### config.mk
export PLATFORM = sky130hd
export DESIGN_NAME = netlist_vector_sequencer
export DESIGN_NICKNAME = d
export VERILOG_FILES = /design/src/rtl/netlist_vector_sequencer.sv
export SDC_FILE = /design/constraint.sdc
export NUM_CORES = 1
export LEC_CHECK = 0
export CAP_MARGIN = 10
export CORE_UTILIZATION = 35
export CTS_BUF_LIST = sky130_fd_sc_hd__clkbuf_8
export DETAILED_ROUTE_END_ITERATION = 10
export GPL_TIMING_DRIVEN = 0
export PLACE_DENSITY = 0.73
export SYNTH_ARGS = -nofsm -noshare
export SYNTH_HDL_FRONTEND = slang
export SYNTH_SLANG_ARGS = --single-unit
### constraint.sdc
create_clock -name clk -period 3.08 [get_ports clk]
set_input_delay 0.462 -clock clk [delete_from_list [all_inputs] [get_ports clk]]
set_output_delay 0.462 -clock clk [all_outputs]
set_load 0.005 [all_outputs]
### src/rtl/netlist_vector_sequencer.sv
// netlist_vector_sequencer
// Streams test vectors into a combinational gate-level netlist. Each vector is held on dut_in
// for SETTLE cycles, then the netlist output is captured and compared with the expected bit.
// Mismatches are counted (saturating), and the index of the latest failing vector is kept.
//
// Ports
//   clk, rst        clock (rising edge) and synchronous active-high reset
//   start           pulse to begin a run; ignored while busy
//   vec_valid/ready handshake with the vector source (ready is registered)
//   vec_data        stimulus vector; vec_exp expected output; vec_last marks the final vector
//   dut_in          registered drive to netlist inputs; dut_out netlist output
//   busy, done      run in progress; one-cycle pulse at end of run
//   vec_idx         vectors checked in the current run (wraps)
//   mismatch_cnt    failing vectors in the current run (saturates)
//   last_fail_idx   index of the most recent failing vector
module netlist_vector_sequencer #(
  parameter int unsigned IN_W   = 17,
  parameter int unsigned SETTLE = 2,   // legal range 1..15
  parameter int unsigned CNT_W  = 16
) (
  input  logic             clk,
  input  logic             rst,
  input  logic             start,
  input  logic             vec_valid,
  output logic             vec_ready,
  input  logic [IN_W-1:0]  vec_data,
  input  logic             vec_exp,
  input  logic             vec_last,
  output logic [IN_W-1:0]  dut_in,
  input  logic             dut_out,
  output logic             busy,
  output logic             done,
  output logic [CNT_W-1:0] vec_idx,
  output logic [CNT_W-1:0] mismatch_cnt,
  output logic [CNT_W-1:0] last_fail_idx
);

  localparam logic [3:0]       SettleInit = 4'(SETTLE - 1);
  localparam logic [CNT_W-1:0] CntOne     = CNT_W'(1);

  typedef enum logic [2:0] {
    StIdle,
    StWaitVec,
    StApply,
    StCapture,
    StFinish
  } state_e;

  state_e           state_q, state_d;
  logic [IN_W-1:0]  dut_in_q, dut_in_d;
  logic             exp_q, exp_d;
  logic             last_q, last_d;
  logic [3:0]       cnt_q, cnt_d;
  logic [CNT_W-1:0] vec_idx_q, vec_idx_d;
  logic [CNT_W-1:0] mismatch_q, mismatch_d;
  logic [CNT_W-1:0] last_fail_q, last_fail_d;
  logic             vec_ready_q, vec_ready_d;
  logic             busy_q, busy_d;
  logic             done_q, done_d;

  always_comb begin
    state_d     = state_q;
    dut_in_d    = dut_in_q;
    exp_d       = exp_q;
    last_d      = last_q;
    cnt_d       = cnt_q;
    vec_idx_d   = vec_idx_q;
    mismatch_d  = mismatch_q;
    last_fail_d = last_fail_q;

    unique case (state_q)
      StIdle: begin
        if (start) begin
          state_d     = StWaitVec;
          vec_idx_d   = '0;
          mismatch_d  = '0;
          last_fail_d = '0;
        end
      end
      StWaitVec: begin
        if (vec_valid && vec_ready_q) begin
          dut_in_d = vec_data;
          exp_d    = vec_exp;
          last_d   = vec_last;
          cnt_d    = SettleInit;
          state_d  = StApply;
        end
      end
      StApply: begin
        // Counter starts at SETTLE-1 so APPLY lasts exactly SETTLE cycles.
        if (cnt_q == 4'd0) begin
          state_d = StCapture;
        end else begin
          cnt_d = cnt_q - 4'd1;
        end
      end
      StCapture: begin
        if (dut_out != exp_q) begin
          if (mismatch_q != '1) begin
            mismatch_d = mismatch_q + CntOne;
          end
          last_fail_d = vec_idx_q;
        end
        vec_idx_d = vec_idx_q + CntOne;
        state_d   = last_q ? StFinish : StWaitVec;
      end
      StFinish: begin
        state_d = StIdle;
      end
      default: begin
        state_d = StIdle;
      end
    endcase

    // Status outputs are registered copies of the upcoming state.
    vec_ready_d = (state_d == StWaitVec);
    busy_d      = (state_d != StIdle);
    done_d      = (state_d == StFinish);
  end

  always_ff @(posedge clk) begin
    if (rst) begin
      state_q     <= StIdle;
      dut_in_q    <= '0;
      exp_q       <= 1'b0;
      last_q      <= 1'b0;
      cnt_q       <= 4'd0;
      vec_idx_q   <= '0;
      mismatch_q  <= '0;
      last_fail_q <= '0;
      vec_ready_q <= 1'b0;
      busy_q      <= 1'b0;
      done_q      <= 1'b0;
    end else begin
      state_q     <= state_d;
      dut_in_q    <= dut_in_d;
      exp_q       <= exp_d;
      last_q      <= last_d;
      cnt_q       <= cnt_d;
      vec_idx_q   <= vec_idx_d;
      mismatch_q  <= mismatch_d;
      last_fail_q <= last_fail_d;
      vec_ready_q <= vec_ready_d;
      busy_q      <= busy_d;
      done_q      <= done_d;
    end
  end

  assign vec_ready     = vec_ready_q;
  assign dut_in        = dut_in_q;
  assign busy          = busy_q;
  assign done          = done_q;
  assign vec_idx       = vec_idx_q;
  assign mismatch_cnt  = mismatch_q;
  assign last_fail_idx = last_fail_q;

endmodule

-- Yosys cells after proc, flatten, opt, wreduce, memory -nomap -nowiden
Index checks and enable logic that the tools add are counted.
- $add $sub $neg: 3
- equality and inequality tests: 12
- muxes and demuxes: 15
- reduce and logical (&&, ||, !) cells: 11
- operators by type and width (operator ; count):
    case mux 16 bit (2 select lines) ; 3
    two-way mux 16 bit ; 4
    adder 16 x 1 -> 16 bit, second input constant ; 2
    inequality test 16 bit, second input constant ; 1
    two-way mux 3 bit ; 4
    case mux 3 bit (4 select lines) ; 1
    inequality test 2 bit, second input constant ; 5
    two-way mux 4 bit ; 2
    case mux 4 bit (2 select lines) ; 1
    == test 3 x 1 -> 1 bit, second input constant ; 2
    == test 3 x 2 -> 1 bit, second input constant ; 2
    AND reduction 3 bit ; 2
    zero test 4 bit ; 1
    AND reduction 2 bit ; 2
    AND reduction 4 bit ; 1
    nonzero test 2 bit ; 2
    subtractor 4 x 1 -> 4 bit, second input constant ; 1
    == test 3 bit, second input constant ; 1
    zero test 3 bit ; 1
    nonzero test 3 bit ; 1
    logical AND 1 bit ; 1
    inequality test 1 bit ; 1
- bits in registers: 77
- input bits: 24
- output and inout bits: 68
- word-level logic and storage cells: 52

-- Logic depth before layout (Yosys ltp)
Gate-level depths: netlist of the first run.
- depth in word-level cells: 4
- depth in mapped cells: 8
- mapped depth without buffers: 7

-- Worst setup path after synthesis of the first run
No wires, ideal clock.
- kind: register to register
- from: register state_q[1]
- to: register mismatch_q[6], in the netlist mismatch_cnt[6]
- setup time: 0.070 ns
- data arrival time: 1.810 ns
- required time: 3.010 ns
- setup slack: 1.200 ns
- stages on the path, launching flop included: 7
- buffers on the path: 1
- clock period less this slack: 1.880 ns
- path through: dfxtp_1 > buf_6 > or4b_4 > o21ai_4 > o21ai_4 > or4_1 > a21oi_1
- word-level cells in the longest chain between the ends: 3
- elaborated cells between the ends (all ways): 8
- classes of those cells: 4 x eq/ne; 1 x mux; 3 x reduce/logical
- RTL lines (what ; line ; source):
    start: declaration ; 49 ; state_e state_q, state_d;
    start signal: assignment ; 123 ; state_q <= StIdle;
    start signal: assignment ; 135 ; state_q <= state_d;
    == test 3 x 2 -> 1 bit / zero test 3 bit (equally long branches) ; 71 ; unique case (state_q)
    inequality test 2 bit (no source line) / nonzero test 2 bit (equally long branches) ; - ;
    AND reduction 4 bit (no source line) ; - ;
    end signal: assignment ; 141 ; mismatch_q <= mismatch_d;
    end: declaration ; 55 ; logic [CNT_W-1:0] mismatch_q, mismatch_d;
Several ways; a longest one is shown, not always the timed one.
A chain may end at the register's enable or synchronous reset.

-- Final worst setup path of the first run
- from: input port start
- to: register last_fail_q[5], in the netlist last_fail_idx[5]
- word-level cells in the longest chain between the ends: 2
- RTL lines (what ; line ; source):
    start: declaration ; 23 ; input logic start,
    inequality test 2 bit (no source line) ; - ;
    AND reduction 3 bit (no source line) ; - ;
    end signal: assignment ; 142 ; last_fail_q <= last_fail_d;
    end: declaration ; 56 ; logic [CNT_W-1:0] last_fail_q, last_fail_d;
No other way between the ends.

==> results of run 1 <==
-- worst paths after layout --
| kind | startpoint | to | slack [ps] | cells past startpoint |
|---|---|---|---|---|
| setup / recovery | start | last_fail_idx[5] | 750 | 6 |
| hold / removal | last_fail_idx[8] | last_fail_idx[8] | 450 | 2 |
| setup reg to reg | state_q[0] | last_fail_idx[3] | 780 | 7 |
| hold reg to reg | last_fail_idx[8] | last_fail_idx[8] | 450 | 2 |
-- logic make-up after synthesis --
family | synth area share
simple gates | 0.2822
compound gates | 0.1864
flops | 0.4611
buf+inv | 0.03555
xor+xnor | 0.01310
fa+ha+maj | 0.01497
mux | 0.006736
-- registers in the layout, summed over array words and instances (netlist names) --
signal and flops:
last_q 1, state_q 3, busy 1, last_fail_idx 16, cnt_q 4, exp_q 1, done 1, mismatch_cnt 16
vec_idx 16, dut_in 17, vec_ready 1
-- layout by cell type, fill, tap and decap left out, drive strengths merged, types with 2 or more instances in the layout --
| cell | count |
|---|---|
| a21oi | 52 |
| a31oi | 7 |
| a41oi | 2 |
| and2 | 4 |
| and3 | 4 |
| and4 | 3 |
| buf | 3 |
| clkbuf | 33 |
| clkdlybuf4s50 | 90 |
| dfxtp | 77 |
| ha | 4 |
| inv | 6 |
| mux2 | 2 |
| nand2 | 79 |
| nand2b | 5 |
| nand3 | 35 |
| nand3b | 3 |
| nand4 | 8 |
| nor2 | 27 |
| nor2b | 3 |
| nor3 | 9 |
| nor3b | 3 |
| nor4 | 2 |
| nor4b | 2 |
| o211ai | 2 |
| o21ai | 21 |
| o22ai | 2 |
| o311ai | 2 |
| o31ai | 8 |
| or3 | 4 |
| xnor2 | 4 |
-- power by group --
group | leakage [nW] | switching, W | internal (W)
registers | 0.621 | 0.00000661 | 0.00101
clock network | 0.0974 | 0.000354 | 0.000371
logic | 0.794 | 0.0000870 | 0.0000668
-- final cells by class --
cell class / instances / area, um^2
repair buffers: 90 / 900.9
flip-flops and latches: 77 / 1541
inverters: 6 / 22.52
well taps: 129 / 161.4
fillers: 902 / 4651
multi-input cells: 311 / 1683
clock inverters: 1 / 5.005
clock buffers: 13 / 178.9
plain buffers: 23 / 96.34
-- stage by stage --
stage,setup WS (ps),cells
2_1_floorplan,1200,417
3_3_place_gp,443.4,636
3_5_place_dp,414.2,636
4_1_cts,791.9,650
5_1_grt,568.1,650
6_report,751.8,650
-- per-layer routing --
metal,track usage,wire [um],vias up
li1,-,-,1684
met1,0.2301,4024,1584
met2,0.3103,4307,94
met3,0.04427,478,10
met4,0.07692,121,0
met5,0,0,-
-- worst min-delay path, cell delays in order, from the launching register on --
cell	delay, ps
dfxtp_1	310
nand2_1	50
a21oi_1	50
==> results.txt, run 1 <==
RSZ-0062 raised after global routing: no
number of flops mapped to enable cells by yosys: 0
Design Area, Final: 4589 um^2
Syn Nets: 445
antenna violations before repair: 0
Main synth FF type: dfxtp_1
worst hold path class: flop to flop
Max VDD drop: 208.9 uV
Setup crit end kind: flop
Yosys top cell area share: 0.4611
Slowest-stage cell, CP: nor4b_1
post-synthesis cell type count: 46
# resized after CTS: 0
Final Max Slew Viols: 0
crit-path max cell delay: 680 ps
Post-Syn Area: 3343 um^2
most frequent cells after synthesis: nand2_1 (79), dfxtp_1 (77), a21oi_1 (52)
# diodes: 0
syn avg cell area: 8.017 um^2
CP Data Required Time: 3290 ps
Worst Max-Slew Pin Slew: 1009 ps
Slew HR: 0.3180
CTS Buffer Depth: 2
Synth area leaders: dfxtp_1 (46%), nand2_1 (8.9%), a21oi_1 (7.8%)
DRC errors left: 0
yosys synthesis warning count: 0
FP Rows: 35
Die Span Y: 99.74 um
GP Congestion: 0.8168
clk slew on worst S/H paths: 80 ps
CP Cell Sequence: clkdlybuf4s50_1 > nor4b_1 > a21oi_1 > clkbuf_1 > nand2_1 > a21oi_1
core box area: 9240 um^2
final core occ: 0.4967
Worst Path Max Fanout: 10
Post-CTS Hold Buffers: 0
layout overhead on the synthesized area: 37.28%
most common cell in the netlist: nand2_1
clock skew: 8.381 ps
clk_lat worst skew: 350 ps
setup_tns: 0 ps
Ports: 92
cell mode on critical path: a21oi_1
CP arrival: 2540 ps
CP bufs+invs: 2
crit path kind: primary input to flop
vias in the first global route: 3145
register area share after synthesis: 0.4611
share of post-route cells with drive strength above 1: 0.04415
Post-synth ARST share: 0
post-CTS setup buffers: 0
total number of vias: 3372
GRT Total Usage: 0.1862
PortBufs: 90
H-tree depth: 3
WL final: 8.932 mm
final setup fails: 0
DRT antenna net count: 0
routed len/inst: 13.74 um
Vias/cell: 5.188
Final Total Pwr: 0.001892 W
ratio of final minimum period to clock period: 0.7559
Die Span X: 99.74 um
final hold vios: 0
Final min period: 2328 ps
Initial Utilization: 0.3618
DP Wirelength: 6.562 mm
dominant cell type by area after synthesis: dfxtp_1
maxcap violations: 0
Layout Nets: 546
pin count of the biggest net entering global routing: 12
synthesis-stage register bit count: 77
pwr dens: 412.3 nW/um^2
dpl cell area: 4405 um^2
Leak Pwr: 1.513 nW
type of origin of the critical path: primary input
Pre-antenna DRT Iters: 7
clock buffers created by TritonCTS: 9
WHS: 451.7 ps
overall die area: 9947 um^2
Top Family by Delay on Critical Path: buffers and inverters
Syn Inst Count: 417
global-route wire length before repair: 14.70 mm
Max Clk Rate: 0.4295 GHz
total gr overflow: 0
Initial DRC Count: 128
status: complete, no violations
CTS root buffer: clkbuf_8
CTS tree: yes
Clock Sinks: 77
No activity file was read; power rests on OpenSTA's default activity.
==> run 2: changes to the inputs <==
- PLACE_DENSITY: 0.73 -> 0.76
- clock period: 3.08 -> 2.1 ns (I/O delays scaled with it)
==> run 2 against run 1 <==
  * Die area unchanged
  * Sequential share of layout area shrank 0.90 points
  * Clock skew is 5.1 ps higher
  * Core utilization grew 1.4 points
  * Power rose by 58%
  * Critical path type is now flop to flop
  * Critical endpoint is now mismatch_cnt[6]
  * Largest cell class unchanged
==> results.txt, run 2 (same netlist as run 1, synthesis figures left out) <==
final hold vios: 0 (unchanged)
clock group share of total power: 0.421 (+0.038)
fill count: 884 (-2.0%)
met3 wire len: 648 um (+36%)
status: complete, no violations
CTS tree: yes
Initial DRC Count: 211 (+65%)
Layout Nets: 547 (+0.18%)
max reg flops: 17 (unchanged)
Top Family by Delay on Critical Path: simple AND/OR/NAND/NOR gates
GRT Total Usage: 0.1891 (+0.002888)
CP Cell Sequence: buf_6 > or4b_4 > o21ai_4 > o21ai_4 > or4_1 > a21oi_1
setup_tns: 0 ps (unchanged)
routed len/inst: 14.06 um (+2.3%)
Slew HR: 0.6036 (+0.2856)
type of origin of the critical path: flop
clock buffers created by TritonCTS: 9 (unchanged)
core box area: 9240 um^2 (unchanged)
crit path kind: flop to flop
CP bufs+invs: 1 (-1)
antenna violations before repair: 0 (unchanged)
top layer in use: met4
WHS: 457.6 ps (+5.856 ps)
CP arrival: 2290 ps (-250 ps)
Final Max Slew Viols: 0 (unchanged)
worst hold path class: flop to flop
area of the multi-input gates: 1750 um^2 (+4.0%)
crit-path max cell delay: 580 ps (-100 ps)
Switch Pwr: 0.0007273 W (+62%)
Vias/cell: 5.302 (+2.2%)
Initial Utilization: 0.3618 (unchanged)
H-tree depth: 3 (unchanged)
Switching Fraction: 0.2435 (+0.006706)
GP Congestion: 0.8561 (+4.8%)
metal2 WL: 4.337 mm (+0.70%)
ratio of final minimum period to clock period: 0.9537
clk_lat worst skew: 360 ps (about the same)
Clock Sinks: 77 (unchanged)
CTS root buffer: clkbuf_8
final core occ: 0.5104 (+0.01368)
Die Span Y: 99.74 um (unchanged)
FP Rows: 35 (unchanged)
Hold Crit Depth: 2 (unchanged)
Worst Max-Slew Pin Slew: 594.7 ps (-414.1 ps)
# diodes: 0 (unchanged)
maxcap violations: 0 (unchanged)
Leak Pwr: 1.562 nW (+3.3%)
overall die area: 9947 um^2 (unchanged)
CP Data Required Time: 2380 ps (-910 ps)
pwr dens: 633.5 nW/um^2 (+54%)
R2R cell count: 6 (-1)
Max VDD drop: 481.3 uV (+130%)
DRC errors left: 0 (unchanged)
PortBufs: 90 (unchanged)
final setup fails: 0 (unchanged)
total gr overflow: 0 (unchanged)
share of post-route cells with drive strength above 1: 0.07443 (+0.03028)
Pre-antenna DRT Iters: 4 (-3)
Final min period: 2003 ps
total number of vias: 3462 (+2.7%)
layout overhead on the synthesized area: 41.06%
Worst Path Max Fanout: 10 (unchanged)
clk slew on worst S/H paths: 90 ps (about the same)
Setup crit end kind: flop
pin count of the biggest net entering global routing: 15 (+3)
Seq. cell area: 1541 um^2 (unchanged)
Die Span X: 99.74 um (unchanged)
Int Pwr: 0.002260 W (+56%)
cell mode on critical path: o21ai_4
Reg power frac: 0.497 (-0.038)
Combinational Power Share: 0.081 (about the same)
Ports: 92 (unchanged)
commonest non-fill, non-tap cells in the layout: clkdlybuf4s50_1 (90), nand2_1 (79), dfxtp_1 (77)
Post-CTS Hold Buffers: 0 (unchanged)
global-route wire length before repair: 15.12 mm (+2.8%)
commonest non-fill, non-tap cell in the layout: clkdlybuf4s50_1
DP Wirelength: 6.648 mm (+1.3%)
Slowest-stage cell, CP: or4b_4
CTS Buffer Depth: 2 (unchanged)
clock skew: 13.47 ps (+5.089 ps)
Max Clk Rate: 0.4993 GHz
Final Total Pwr: 0.002987 W (+58%)
DRT antenna net count: 0 (unchanged)
WL final: 9.179 mm (+2.8%)
met1 WL: 4.051 mm (+0.67%)
vias in the first global route: 3263 (+3.8%)
WP depth: 6 (unchanged)
run 2: cell count changes in the layout (fill, tap and decap cells not counted), moves of 2 or more:
cell,previous run,this run
clkbuf_1,20,15
clkbuf_2,0,4
clkbuf_8,13,9
clkinv_4,0,4
buf_4,0,3
bufinv_16,0,2
nor3_1,9,7
nor3_2,0,2
nor4b_1,2,0
nor4b_2,0,2
run 2: layout make-up:
class                   count  share of cell area
plain buffers              22             0.02123
multi-input cells         311              0.3712
inverters                   6            0.004776
clock inverters             7             0.02123
repair buffers             92              0.1942
flip-flops and latches     77              0.3269
clock buffers               9             0.02627
well taps                 129             0.03423
run 2: power by group through the flow:
stage	combinational [W]	sequential [W]	clock, W
after global routing	0.000268	0.00149	0.00134
final	0.000243	0.00149	0.00126
after floorplan	0.000115	0.00152	0
after global placement	0.000221	0.00152	0
after CTS	0.000229	0.00149	0.00128
after detailed placement	0.000224	0.00152	0
run 2: stage by stage:
stage	cell area [um^2]	instances	setup slack, ps
after CTS	4656	652	24.76
after detailed placement	4405	636	-392.5
after global placement	4405	636	-329.1
after global routing	4716	653	-4.777
final	4716	653	97.18
after floorplan	3343	417	219.7
run 2: metal layers:
| metal | vias up | GRT usage |
|---|---|---|
| li1 | 1692 | - |
| met1 | 1632 | 0.2248 |
| met2 | 121 | 0.3220 |
| met3 | 17 | 0.06535 |
| met4 | 0 | 0.05317 |
| met5 | - | 0 |
run 2: what timing repair did:
item	CTS	global route
resized for setup	7	11
endpoints found under the setup margin	22	24
buffers inserted	0	2
pin swaps	0	2
run 2: worst min-delay path: stages, from the launching register on:
cell     delay, ps
dfxtp_1        320
nand2_1         50
a21oi_1         50
run 2: worst paths after layout:
| kind | slack [ps] | endpoint | start |
|---|---|---|---|
| hold reg to reg | 460 | last_fail_idx[15] | last_fail_idx[15] |
| setup reg to reg | 100 | mismatch_cnt[6] | state_q[1] |
| hold / removal | 460 | last_fail_idx[15] | last_fail_idx[15] |
| setup / recovery | 100 | mismatch_cnt[6] | state_q[1] |
==> run 3: changes to the inputs <==
- CORE_ASPECT_RATIO: not set -> 0.8
==> run 3 against run 2 <==
  * The flow now finishes with violations (DRC)
  * Register-to-register slack worse by 30 ps
  * Non-clock buffer count unchanged
  * Global-route usage shrank 0.13 points
  * Final area grew 0.16%
  * Sequential cell count stayed put
  * Clock power grew 9.5%
  * Critical endpoint unchanged
  * Largest cell class unchanged
==> results.txt, run 3 (same netlist as run 1, synthesis figures left out) <==
placed insts: 622 (-2.2%)
DP Wirelength: 6.621 mm (-0.42%)
max reg flops: 17 (unchanged)
Die Span X: 111.3 um (+12%)
Slowest-stage cell, CP: or4b_4
GRT Total Usage: 0.1878 (-0.001288)
clk slew on worst S/H paths: 90 ps (about the same)
pwr dens: 658.4 nW/um^2 (+3.9%)
Pre-antenna DRT Iters: 7 (+3)
WHS: 454.9 ps (-2.704 ps)
CTS root buffer: clkbuf_8
final hold vios: 0 (unchanged)
layout overhead on the synthesized area: 41.28%
maxcap violations: 0 (unchanged)
pre-CTS WS: -392.7 ps (-0.2390 ps)
type of origin of the critical path: flop
antenna violations before repair: 0 (unchanged)
Initial Utilization: 0.3652 (+0.003412)
Top Family by Delay on Critical Path: simple AND/OR/NAND/NOR gates
clock skew: 7.494 ps (-5.976 ps)
R2R cell count: 6 (unchanged)
status: complete, but fails checks
Layout Nets: 547 (unchanged)
Ports: 92 (unchanged)
CP Cell Sequence: buf_6 > or4b_4 > o21ai_4 > o21ai_4 > or4_4 > a21oi_2
WP depth: 6 (unchanged)
fill count: 892 (+0.90%)
PortBufs: 90 (unchanged)
commonest non-fill, non-tap cell in the layout: clkdlybuf4s50_1
setup_tns: 0 ps (unchanged)
crit-path max cell delay: 580 ps (about the same)
Final Total Pwr: 0.003110 W (+4.1%)
core box area: 9154 um^2 (-0.93%)
filler-free cell count of the finished design: 639 (-2.1%)
H-tree depth: 3 (unchanged)
GP Congestion: 0.8463 (-1.1%)
Final Max Slew Viols: 0 (unchanged)
Clock Sinks: 77 (unchanged)
failing checks: DRC
CP Data Required Time: 2380 ps (about the same)
crit path kind: flop to flop
CTS Buffer Depth: 2 (unchanged)
Final min period: 2031 ps (+28.67 ps)
ratio of final minimum period to clock period: 0.9674 (+0.01365)
Leak Pwr: 1.563 nW (about the same)
Vias/cell: 5.305 (about the same)
FP Rows: 31 (-11%)
overall die area: 9949 um^2 (about the same)
Initial DRC Count: 186 (-12%)
Worst Max-Slew Pin Slew: 606.8 ps (+12.16 ps)
WL final: 9.244 mm (+0.71%)
Slew HR: 0.5955 (-0.008109)
Max Clk Rate: 0.4923 GHz (-1.4%)
final setup fails: 0 (unchanged)
global-route wire length before repair: 14.75 mm (-2.4%)
commonest non-fill, non-tap cells in the layout: clkdlybuf4s50_1 (90), nand2_1 (79), dfxtp_1 (77)
Hold Crit Depth: 2 (unchanged)
routed len/inst: 14.47 um (+2.9%)
Worst Path Max Fanout: 10 (unchanged)
cell mode on critical path: o21ai_4
share of post-route cells with drive strength above 1: 0.07634 (+0.001908)
Die Span Y: 89.42 um (-10%)
Max VDD drop: 407.3 uV (-15%)
Setup crit end kind: flop
clock buffers created by TritonCTS: 9 (unchanged)
DRC errors left: 10 (+10)
# diodes: 0 (unchanged)
clk_lat worst skew: 350 ps (about the same)
worst hold path class: flop to flop
CTS tree: yes
total number of vias: 3390 (-2.1%)
DRT antenna net count: 0 (unchanged)
CP bufs+invs: 1 (unchanged)
vias in the first global route: 3039 (-6.9%)
total gr overflow: 0 (unchanged)
Post-CTS Hold Buffers: 0 (unchanged)
RSZ-0062 raised after global routing: no
Setup WS post-layout: 68.51 ps (-28.67 ps)
CP arrival: 2310 ps (+20 ps)
pin count of the biggest net entering global routing: 15 (unchanged)
[run 3: repair_timing]
| item | in CTS | in global routing |
|---|---|---|
| buffers inserted | 0 | 2 |
| resized for setup | 6 | 12 |
| endpoints found under the hold margin | 0 | 0 |
| setup endpoints to repair | 16 | 19 |
| pin swaps | 0 | 2 |
[run 3: path summary, 6_finish.rpt]
path                                  startpoint                to  slack, ps
worst min register to register  last_fail_idx[8]  last_fail_idx[8]        450
worst max-delay path                  state_q[1]   mismatch_cnt[6]         70
worst min-delay path            last_fail_idx[8]  last_fail_idx[8]        450
worst max register to register        state_q[1]   mismatch_cnt[6]         70
[run 3: area by class of cell]
type	instances	area (um^2)	area share
repair buffers	92	915.9	0.1939
flip-flops and latches	77	1541	0.3264
plain buffers	22	101.3	0.02146
clock buffers	9	123.9	0.02623
well taps	115	143.9	0.03046
inverters	6	22.52	0.004768
clock inverters	7	123.9	0.02623
multi-input cells	311	1750	0.3706
[run 3: metrics by stage]
step | cell area [um^2] | util
6_report | 4723 | 0.5160
5_1_grt | 4723 | 0.5160
4_1_cts | 4656 | 0.5086
3_5_place_dp | 4388 | 0.4794
3_3_place_gp | 4388 | 0.4794
2_1_floorplan | 3343 | -
[run 3: power by group]
part,total (W),leakage [nW],internal [W],switching [W]
sequential,0.00148,0.621,0.00148,0.00000939
combinational,0.000242,0.822,0.000107,0.000134
clock,0.00138,0.120,0.000795,0.000588
[run 3: routing by layer]
| layer | global-route usage | wire (um) | vias up |
|---|---|---|---|
| li1 | - | - | 1691 |
| met1 | 0.2386 | 4201 | 1572 |
| met2 | 0.3045 | 4182 | 119 |
| met3 | 0.06712 | 805 | 8 |
| met4 | 0.05160 | 55 | 0 |
| met5 | 0 | 0 | - |
[run 3: worst min-delay path: stages, from the launching register on]
cell,delay [ps]
dfxtp_1,320
nand2_1,50
a21oi_1,50
